--- src/rtl/reg_bus_pkg.sv ---
// Shared definitions for the register-bus initiator: FSM states, op codes,
// GPIO/ID register map addresses and the idle bus values.
package reg_bus_pkg;

  typedef enum logic [2:0] {
    IDLE,
    WR,
    RD_ADDR,
    RD_WAIT,
    RMW_WR,
    RSP
  } state_t;

  localparam logic [1:0] OP_READ  = 2'b00;
  localparam logic [1:0] OP_WRITE = 2'b01;
  localparam logic [1:0] OP_SET   = 2'b10;
  localparam logic [1:0] OP_CLR   = 2'b11;

  localparam logic [2:0] CNAME    = 3'b000;
  localparam logic [2:0] CVERSION = 3'b001;
  localparam logic [2:0] TRISTATE = 3'b010;
  localparam logic [2:0] PINSTATE = 3'b011;
  localparam logic [2:0] INTMASK  = 3'b100;
  localparam logic [2:0] DATAREG  = 3'b101;
  localparam logic [2:0] SCRATCH  = 3'b110;

  localparam logic       IDLE_R_WN = 1'b1;
  localparam logic [3:0] IDLE_WBEN = 4'h0;
  localparam logic [3:0] RMW_WBEN  = 4'hF;

endpackage

--- src/rtl/reg_bus_master.sv ---
// Register-bus initiator: turns core read/write/set/clear requests into
// addr/wben/r_wn/wdata cycles. Set/clear need REG_BUS_MASTER_RMW_EN defined.
module reg_bus_master
  import reg_bus_pkg::*;
#(
  parameter int ADDR_W   = 3,
  parameter int DATA_W   = 32,
  parameter int READ_LAT = 1
) (
  input  logic              clk,
  input  logic              reset,
  input  logic              req_valid,
  output logic              req_ready,
  input  logic [1:0]        req_op,
  input  logic [ADDR_W-1:0] req_addr,
  input  logic [DATA_W-1:0] req_wdata,
  input  logic [3:0]        req_wben,
  output logic              rsp_valid,
  input  logic              rsp_ready,
  output logic [DATA_W-1:0] rsp_rdata,
  output logic [ADDR_W-1:0] bus_addr,
  output logic [3:0]        bus_wben,
  output logic              bus_r_wn,
  output logic [DATA_W-1:0] bus_wdata,
  input  logic [DATA_W-1:0] bus_rdata
);

  localparam int CNT_W = (READ_LAT > 1) ? $clog2(READ_LAT) : 1;
  localparam logic [CNT_W-1:0] LAST_CNT = CNT_W'(READ_LAT - 1);

  state_t           state;
  logic [CNT_W-1:0] lat_cnt;
  logic             is_write;

`ifdef REG_BUS_MASTER_RMW_EN
  logic [1:0]        op_q;
  logic [DATA_W-1:0] wdata_q;
  assign is_write = (req_op == OP_WRITE);
`else
  // Without read-modify-write only op[0] matters: 10 reads, 11 writes.
  logic unused_op;
  assign unused_op = req_op[1];
  assign is_write  = req_op[0];
`endif

  always_ff @(posedge clk or negedge reset) begin
    if (!reset) begin
      state     <= IDLE;
      lat_cnt   <= '0;
      req_ready <= 1'b0;
      rsp_valid <= 1'b0;
      rsp_rdata <= '0;
      bus_addr  <= '0;
      bus_wben  <= IDLE_WBEN;
      bus_r_wn  <= IDLE_R_WN;
      bus_wdata <= '0;
`ifdef REG_BUS_MASTER_RMW_EN
      op_q      <= OP_READ;
      wdata_q   <= '0;
`endif
    end else begin
      case (state)
        IDLE: begin
          req_ready <= 1'b1;
          if (req_valid && req_ready) begin
            req_ready <= 1'b0;
            bus_addr  <= req_addr;
`ifdef REG_BUS_MASTER_RMW_EN
            op_q      <= req_op;
            wdata_q   <= req_wdata;
`endif
            if (is_write) begin
              state     <= WR;
              bus_r_wn  <= 1'b0;
              bus_wdata <= req_wdata;
              bus_wben  <= req_wben;
            end else begin
              state <= RD_ADDR;
            end
          end
        end
        WR: begin
          bus_r_wn  <= IDLE_R_WN;
          bus_wben  <= IDLE_WBEN;
          bus_wdata <= '0;
          rsp_rdata <= '0;
          rsp_valid <= 1'b1;
          state     <= RSP;
        end
        RD_ADDR: begin
          lat_cnt <= '0;
          state   <= RD_WAIT;
        end
        // bus_addr stays on the bus until the registered read data is taken.
        RD_WAIT: begin
          if (lat_cnt == LAST_CNT) begin
            rsp_rdata <= bus_rdata;
`ifdef REG_BUS_MASTER_RMW_EN
            if (op_q == OP_SET || op_q == OP_CLR) begin
              state     <= RMW_WR;
              bus_r_wn  <= 1'b0;
              bus_wben  <= RMW_WBEN;
              bus_wdata <= (op_q == OP_CLR) ? (bus_rdata & ~wdata_q)
                                            : (bus_rdata | wdata_q);
            end else begin
              rsp_valid <= 1'b1;
              state     <= RSP;
            end
`else
            rsp_valid <= 1'b1;
            state     <= RSP;
`endif
          end else begin
            lat_cnt <= lat_cnt + 1'b1;
          end
        end
`ifdef REG_BUS_MASTER_RMW_EN
        RMW_WR: begin
          bus_r_wn  <= IDLE_R_WN;
          bus_wben  <= IDLE_WBEN;
          bus_wdata <= '0;
          rsp_valid <= 1'b1;
          state     <= RSP;
        end
`endif
        RSP: begin
          if (rsp_ready) begin
            rsp_valid <= 1'b0;
            req_ready <= 1'b1;
            state     <= IDLE;
          end
        end
        default: begin
          state <= IDLE;
        end
      endcase
    end
  end

endmodule

--- config.mk ---
export PLATFORM = sky130hd
export DESIGN_NAME = reg_bus_master
export DESIGN_NICKNAME = d
export VERILOG_FILES = /design/src/rtl/reg_bus_pkg.sv /design/src/rtl/reg_bus_master.sv
export SDC_FILE = /design/constraint.sdc
export NUM_CORES = 1
export LEC_CHECK = 0
export BUFFER_PORTS_ARGS = -buffer_cell sky130_fd_sc_hd__buf_2
export CAP_MARGIN = 25
export CORE_ASPECT_RATIO = 0.9
export CORE_UTILIZATION = 30
export DETAILED_ROUTE_END_ITERATION = 10
export PLACE_DENSITY = 0.66
export SLEW_MARGIN = 10
export SYNTH_ARGS = -nofsm -noshare
export SYNTH_HDL_FRONTEND = slang
export SYNTH_SLANG_ARGS = --single-unit
export TNS_END_PERCENT = 100
--- constraint.sdc ---
create_clock -name clk -period 2.8 [get_ports clk]
set_input_delay 0.7 -clock clk [delete_from_list [all_inputs] [get_ports clk]]
set_output_delay 0.7 -clock clk [all_outputs]
set_load 0.005 [all_outputs]
# After elaboration in Yosys (flattened, before gate mapping)

Cells that the tools add are included.

Latch bits: 0
Output and inout port bits: 74
RAM bits: 0
Register bits after elaboration: 78
ROM bits: 0
Memories kept: 0
Word-level logic and storage cells: 55
Input port bits: 77

Mux-type cells: 24
Reductions and logical operators: 13
Equality and inequality tests: 8
Shift-type cells: 0
Divide/modulo/power cells: 0
$mul: 0
$add $sub $neg: 1
Magnitude comparators: 0
Bitwise logic cells: 0

Operators with widths:

| operator                                       | count |
|---|---|
| case mux 32 bit (2 select lines)               | 2 |
| two-way mux 32 bit                             | 3 |
| case mux 3 bit (5 select lines)                | 1 |
| two-way mux 3 bit                              | 3 |
| AND reduction 3 bit                            | 3 |
| two-way mux 4 bit                              | 2 |
| != test 2 bit (second input constant)          | 4 |
| case mux 4 bit (2 select lines)                | 1 |
| nonzero test 2 bit                             | 4 |
| two-way mux 1 bit                              | 7 |
| == test 3 x 2 -> 1 bit (second input constant) | 2 |
| case mux 1 bit (2 select lines)                | 3 |
| AND reduction 2 bit                            | 3 |
| == test 3 x 1 -> 1 bit (second input constant) | 1 |
| == test 3 bit (second input constant)          | 1 |
| zero test 3 bit                                | 1 |
| case mux 1 bit (3 select lines)                | 1 |
| nonzero test 3 bit                             | 1 |
| two-way mux 2 bit                              | 1 |
| adder 1 bit (second input constant)            | 1 |
| logical AND 1 bit                              | 1 |

# Depth between registers and ports, before layout

Depth after elaboration: 3
Mapped depth: 6
Depth with buffers taken out: 3

# Worst setup path after synthesis

No wires, ideal clock.

Path type: in2reg
Start point: input req_valid
End point: register bus_wben[0]
Cell stages on the path: 5
Buffers on the path: 2
Arrival: 1.514 ns
Library setup time: 0.121 ns
Path slack: 1.165 ns
Data required time: 2.679 ns
Cells stage by stage: and3_4 > and3b_1 > buf_6 > buf_6 > a22o_1

Word-level cells in the longest chain between the ends: 3

Ends and longest elaborated chain:

| what                                 | RTL line             | text |
|---|---|---|
| start, declared                      | reg_bus_master.sv:12 | `input logic req_valid,` |
| logical AND 1 bit                    | reg_bus_master.sv:65 | `if (req_valid && req_ready) begin` |
| != test 2 bit (no source line)       | n/a                  |  |
| AND reduction 3 bit (no source line) | n/a                  |  |
| end signal, assigned                 | reg_bus_master.sv:76 | `bus_wben <= req_wben;` |
| end, declared                        | reg_bus_master.sv:22 | `output logic [3:0] bus_wben,` |

Every way passes these cells.
A chain may end at the register's enable or synchronous reset.

# Worst setup path after layout

Start point: register state[2]
End point: register bus_wben[0]

Word-level cells in the longest chain between the ends: 3
Elaborated cells between the ends (all ways): 7
Classes of those cells: eq/ne (3); mux (1); reduce/logical (3)

Ends and longest elaborated chain:

| what                                                                 | RTL line             | text |
|---|---|---|
| start, declared                                                      | reg_bus_master.sv:31 | `state_t state;` |
| start signal, assigned                                               | reg_bus_master.sv:48 | `state <= IDLE;` |
| start signal, assigned                                               | reg_bus_master.sv:73 | `state <= WR;` |
| start signal, assigned                                               | reg_bus_master.sv:78 | `state <= RD_ADDR;` |
| == test 3 x 1 -> 1 bit or zero test 3 bit (tied branches)            | reg_bus_master.sv:62 | `case (state)` |
| nonzero test 2 bit (no source line) or != test 2 bit (tied branches) | n/a                  |  |
| AND reduction 3 bit (no source line)                                 | n/a                  |  |

Several ways; a longest one is shown, not always the timed one.

==> impl.org <==
** Synthesis
- Yosys mapped the design onto 23 distinct sky130hd cell types.
- Top flip-flop cell by instance count after synthesis :: sky130_fd_sc_hd__dfrtp_1
- Sequential fraction of the synthesis area :: 0.6583
- Most area-hungry cell type in the Yosys netlist :: sky130_fd_sc_hd__dfrtp_1
- In this run the mean area of a mapped cell was 11.58 µm².
- Summing every instance area after synthesis gives slightly below 0.003 mm².
- Counting every net in the synthesized netlist gives 330.
- In the synthesized netlist, the cells that appear most often are 76 x sky130_fd_sc_hd__dfrtp_1, 67 x sky130_fd_sc_hd__nand2_1, 37 x sky130_fd_sc_hd__a22o_1.
- During synthesis, Yosys emitted a total of 0 warnings.
- In this run, synthesis produced a sequential element count of 77.
- Fraction of registers with async set/reset :: 1.000
- Biggest area contributors in the synthesized netlist :: sky130_fd_sc_hd__dfrtp_1 65%, sky130_fd_sc_hd__a22o_1 11%, sky130_fd_sc_hd__nand2_1 8.6%
- Number of enable flip-flop cells after synthesis :: 0
- Share of Yosys cell area claimed by the top area cell type :: 0.6493
- Library cell with the highest instance count after synthesis :: sky130_fd_sc_hd__dfrtp_1
- Number of standard cells after synthesis :: approximately 250

** Detailed routing
- For this block, the routed nets add up to 6734 µm of wire.
- Vias per Instance :: about 4.5
- Once detail routing completed, the nets flagged for antenna violations numbered 0.
- For this block, the initial DRC count from the detailed router was 129.
- The first TritonRoute pass finished after 4 iterations.
- Dividing the detail-routed wire length by the instance count gives 12.78 µm.
- The routed layout has 2394 vias.
- Post-route DRC :: 0

** Setup path
- Reg2reg path depth :: 4
- Worst R2R End :: bus_wben[0]
- The startpoint identified for the worst register-to-register timing path is state[2].
- STA classifies the critical path endpoint as a register.
- For the worst setup path, the data required time is a little over 3 ns.
- Largest driver fanout on the critical path :: 21
- Crit path DAT :: 2.13 ns
- Setup slack on the worst reg-to-reg path comes out at 0.94 ns.
- The worst setup path is launched from a register.
- Crit Path Category :: reg -> reg
- Worst setup path start :: state[2]

** Floorplanning
- I/O pin total :: around 150
- Starting density of the core :: 0.3153
- Cell row count :: 33
- Die ar. :: 0.01016 mm²
- Core Region :: 0.009290 mm²
- Height of the die :: 95.74 µm
- From left edge to right edge, the die measures 106.2 µm.

** Run status
- Result of the run :: finished, final reports clean

** GRT
- Via count of the first global-routing pass :: 2338
- The total overflow left after global routing is 0.
- Initial antenna violation count :: 0
- First-pass GRT wire length :: 10800 µm
- Largest net degree at the start of global routing :: 78
- Overall routing resource usage :: 0.1362

** Timing
- Clock skew on the completed layout was measured at 0.01089 ns.
- Of the available clock period, the critical path in the final layout requires 0.6636.
- The number of hold violations in the final report is 0.
- Actual transition at the worst max-transition pin :: 0.6029 ns
- Number of failing setup endpoints in the final timing report :: 0
- On the final layout, the worst hold slack is 0.3176 ns.
- In the final timing run, aggregate negative setup slack is 0 ns.
- Clock period minus final worst setup slack :: 1.858 ns
- The number of pins with negative max-slew slack in the final report was 0.
- Max transition margin :: 0.5981
- Based on the critical path, the design can be clocked at up to 538.2 MHz.
- Unrepaired setup endpoints after global routing :: false

** CTS
- Level count of the clock H-tree :: 3
- TritonCTS clock tree :: done
- Number of hold buffers added after CTS :: 0
- Library cell used as clock root buffer :: sky130_fd_sc_hd__clkbuf_8
- TritonCTS created 9 clock buffers.
- Post-CTS repair changed the size of 0 cells.
- Maximum root-to-sink buffer count :: 2
- Clock slew at reported path FFs :: 0.08 ns
- After clock tree synthesis, the setup repair step added 0 buffers.
- At the later pin of the worst-skew pair, clock insertion delay measures 0.34 ns.
- Clock tree synthesis found a total of 77 sinks.

** Placement
- Buffers placed on the I/O ports in this run total 149.
- Routability-driven placement congestion ratio :: 0.7332
- After detailed placement, the total cell area comes to between 0.003 and 0.004 mm².
- DPL Wire Length :: between 4000 and 5000 µm

** Worst hold path
- Worst hold-check path type :: in -> async

** Cells and area
- Summed area of non-filler cells in the final layout :: 0.004014 mm²
- The repair_antennas step left the layout with diodes totalling 0.
- Final net count :: 477
- Fill cells in the final layout number about 950.
- For this run, the share of the core covered by cells in the final layout is 0.4321.
- Fraction of layout cells with a size suffix above 1 :: 0.4420
- Relative to the synthesized area, the layout overhead comes to 37.04%.

** Power
- Static power due to leakage :: 2.148 nW
- VDD sags by at most 0.2940 mV.
- Dividing total power by cell area gives a power density of 972.8 mW/mm².

** Job
- Across the run, the number of max-cap violations was 0.
-- registers in the layout (all words and copies together) (netlist names) --
| signal | cells |
|---|---|
| bus_wdata | 32 |
| rsp_rdata | 32 |
| bus_wben | 4 |
| bus_addr | 3 |
| state | 3 |
| bus_r_wn | 1 |
| req_ready | 1 |
| rsp_valid | 1 |
-- cells by family after synthesis --
logic type	count (synthesis)	synth area share
compound gates	76	0.1820
buf+inv	21	0.04143
flops	77	0.6583
mux	3	0.01153
simple gates	76	0.1068
-- per-layer routing --
layer  up-vias  GRT usage  routed length [µm]
li1       1165          -                   -
met1      1128     0.1631                2943
met2        91     0.2338                3258
met3        10    0.03927                 439
met4         0    0.05208                  93
met5         -          0                   0
-- worst max-delay path, cell delays in order, from the launching register on --
cell and delay (ns):
sky130_fd_sc_hd__dfrtp_1 0.44, sky130_fd_sc_hd__nor2_2 0.23, sky130_fd_sc_hd__and3b_1 0.59, sky130_fd_sc_hd__buf_4 0.35, sky130_fd_sc_hd__a22o_1 0.18
-- worst max path at each step --
stage               slack [ns]             to  cells past startpoint
floorplan                 1.17    bus_wben[0]                      5
global placement          0.66  bus_wdata[31]                      5
detailed placement        0.61    bus_wben[0]                      5
CTS                       0.94    bus_wben[0]                      4
global route              0.78    bus_wben[2]                      4
finish                    0.94    bus_wben[0]                      4
-- through the flow --
step | instances | power [W] | setup slack [ns]
6_report | 527 | 0.003905 | 0.9419
5_1_grt | 527 | 0.004194 | 0.7771
4_1_cts | 525 | 0.003926 | 0.9355
3_5_place_dp | 509 | 0.002961 | 0.6149
3_3_place_gp | 509 | 0.002926 | 0.6582
2_1_floorplan | 253 | 0.002409 | 1.165
-- area by class of cell --
| cell class | count | area (µm²) | share of cell area |
|---|---|---|---|
| clock buffers | 11 | 141.4 | 0.03522 |
| multi-input cells | 155 | 882.1 | 0.2198 |
| well taps | 122 | 152.6 | 0.03803 |
| inverters | 2 | 7.507 | 0.001870 |
| clock inverters | 5 | 83.83 | 0.02089 |
| flip-flops and latches | 77 | 1928 | 0.4804 |
| repair buffers | 155 | 818.3 | 0.2039 |
-- power breakdown --
part,switching [W],internal (W),leakage (nW),total [W]
Combinational,0.000663,0.000599,1.01,0.00126
Sequential,0.000218,0.00149,1.03,0.00171
Clock,0.000407,0.000528,0.106,0.000936
Total,0.00129,0.00262,2.15,0.00390
-- layout by cell type (no fill, tap or decap), drive strengths merged --
cell | netlist | final
mux2 | 3 | 3
and3b | 1 | 1
buf | 15 | 155
clkbuf | 4 | 11
nand2 | 67 | 67
inv | 2 | 2
and3 | 1 | 1
o21bai | 1 | 1
dfrtp | 76 | 76
nor2 | 3 | 3
and4b | 1 | 1
clkinv | 0 | 1
dfstp | 1 | 1
a21bo | 1 | 1
o21ai | 35 | 35
and2 | 1 | 1
a31oi | 2 | 2
bufinv | 0 | 2
nand2b | 1 | 1
a22o | 37 | 37
clkinvlp | 0 | 2
nor3 | 1 | 1
Note: power is estimated with default switching activity, not from simulation.
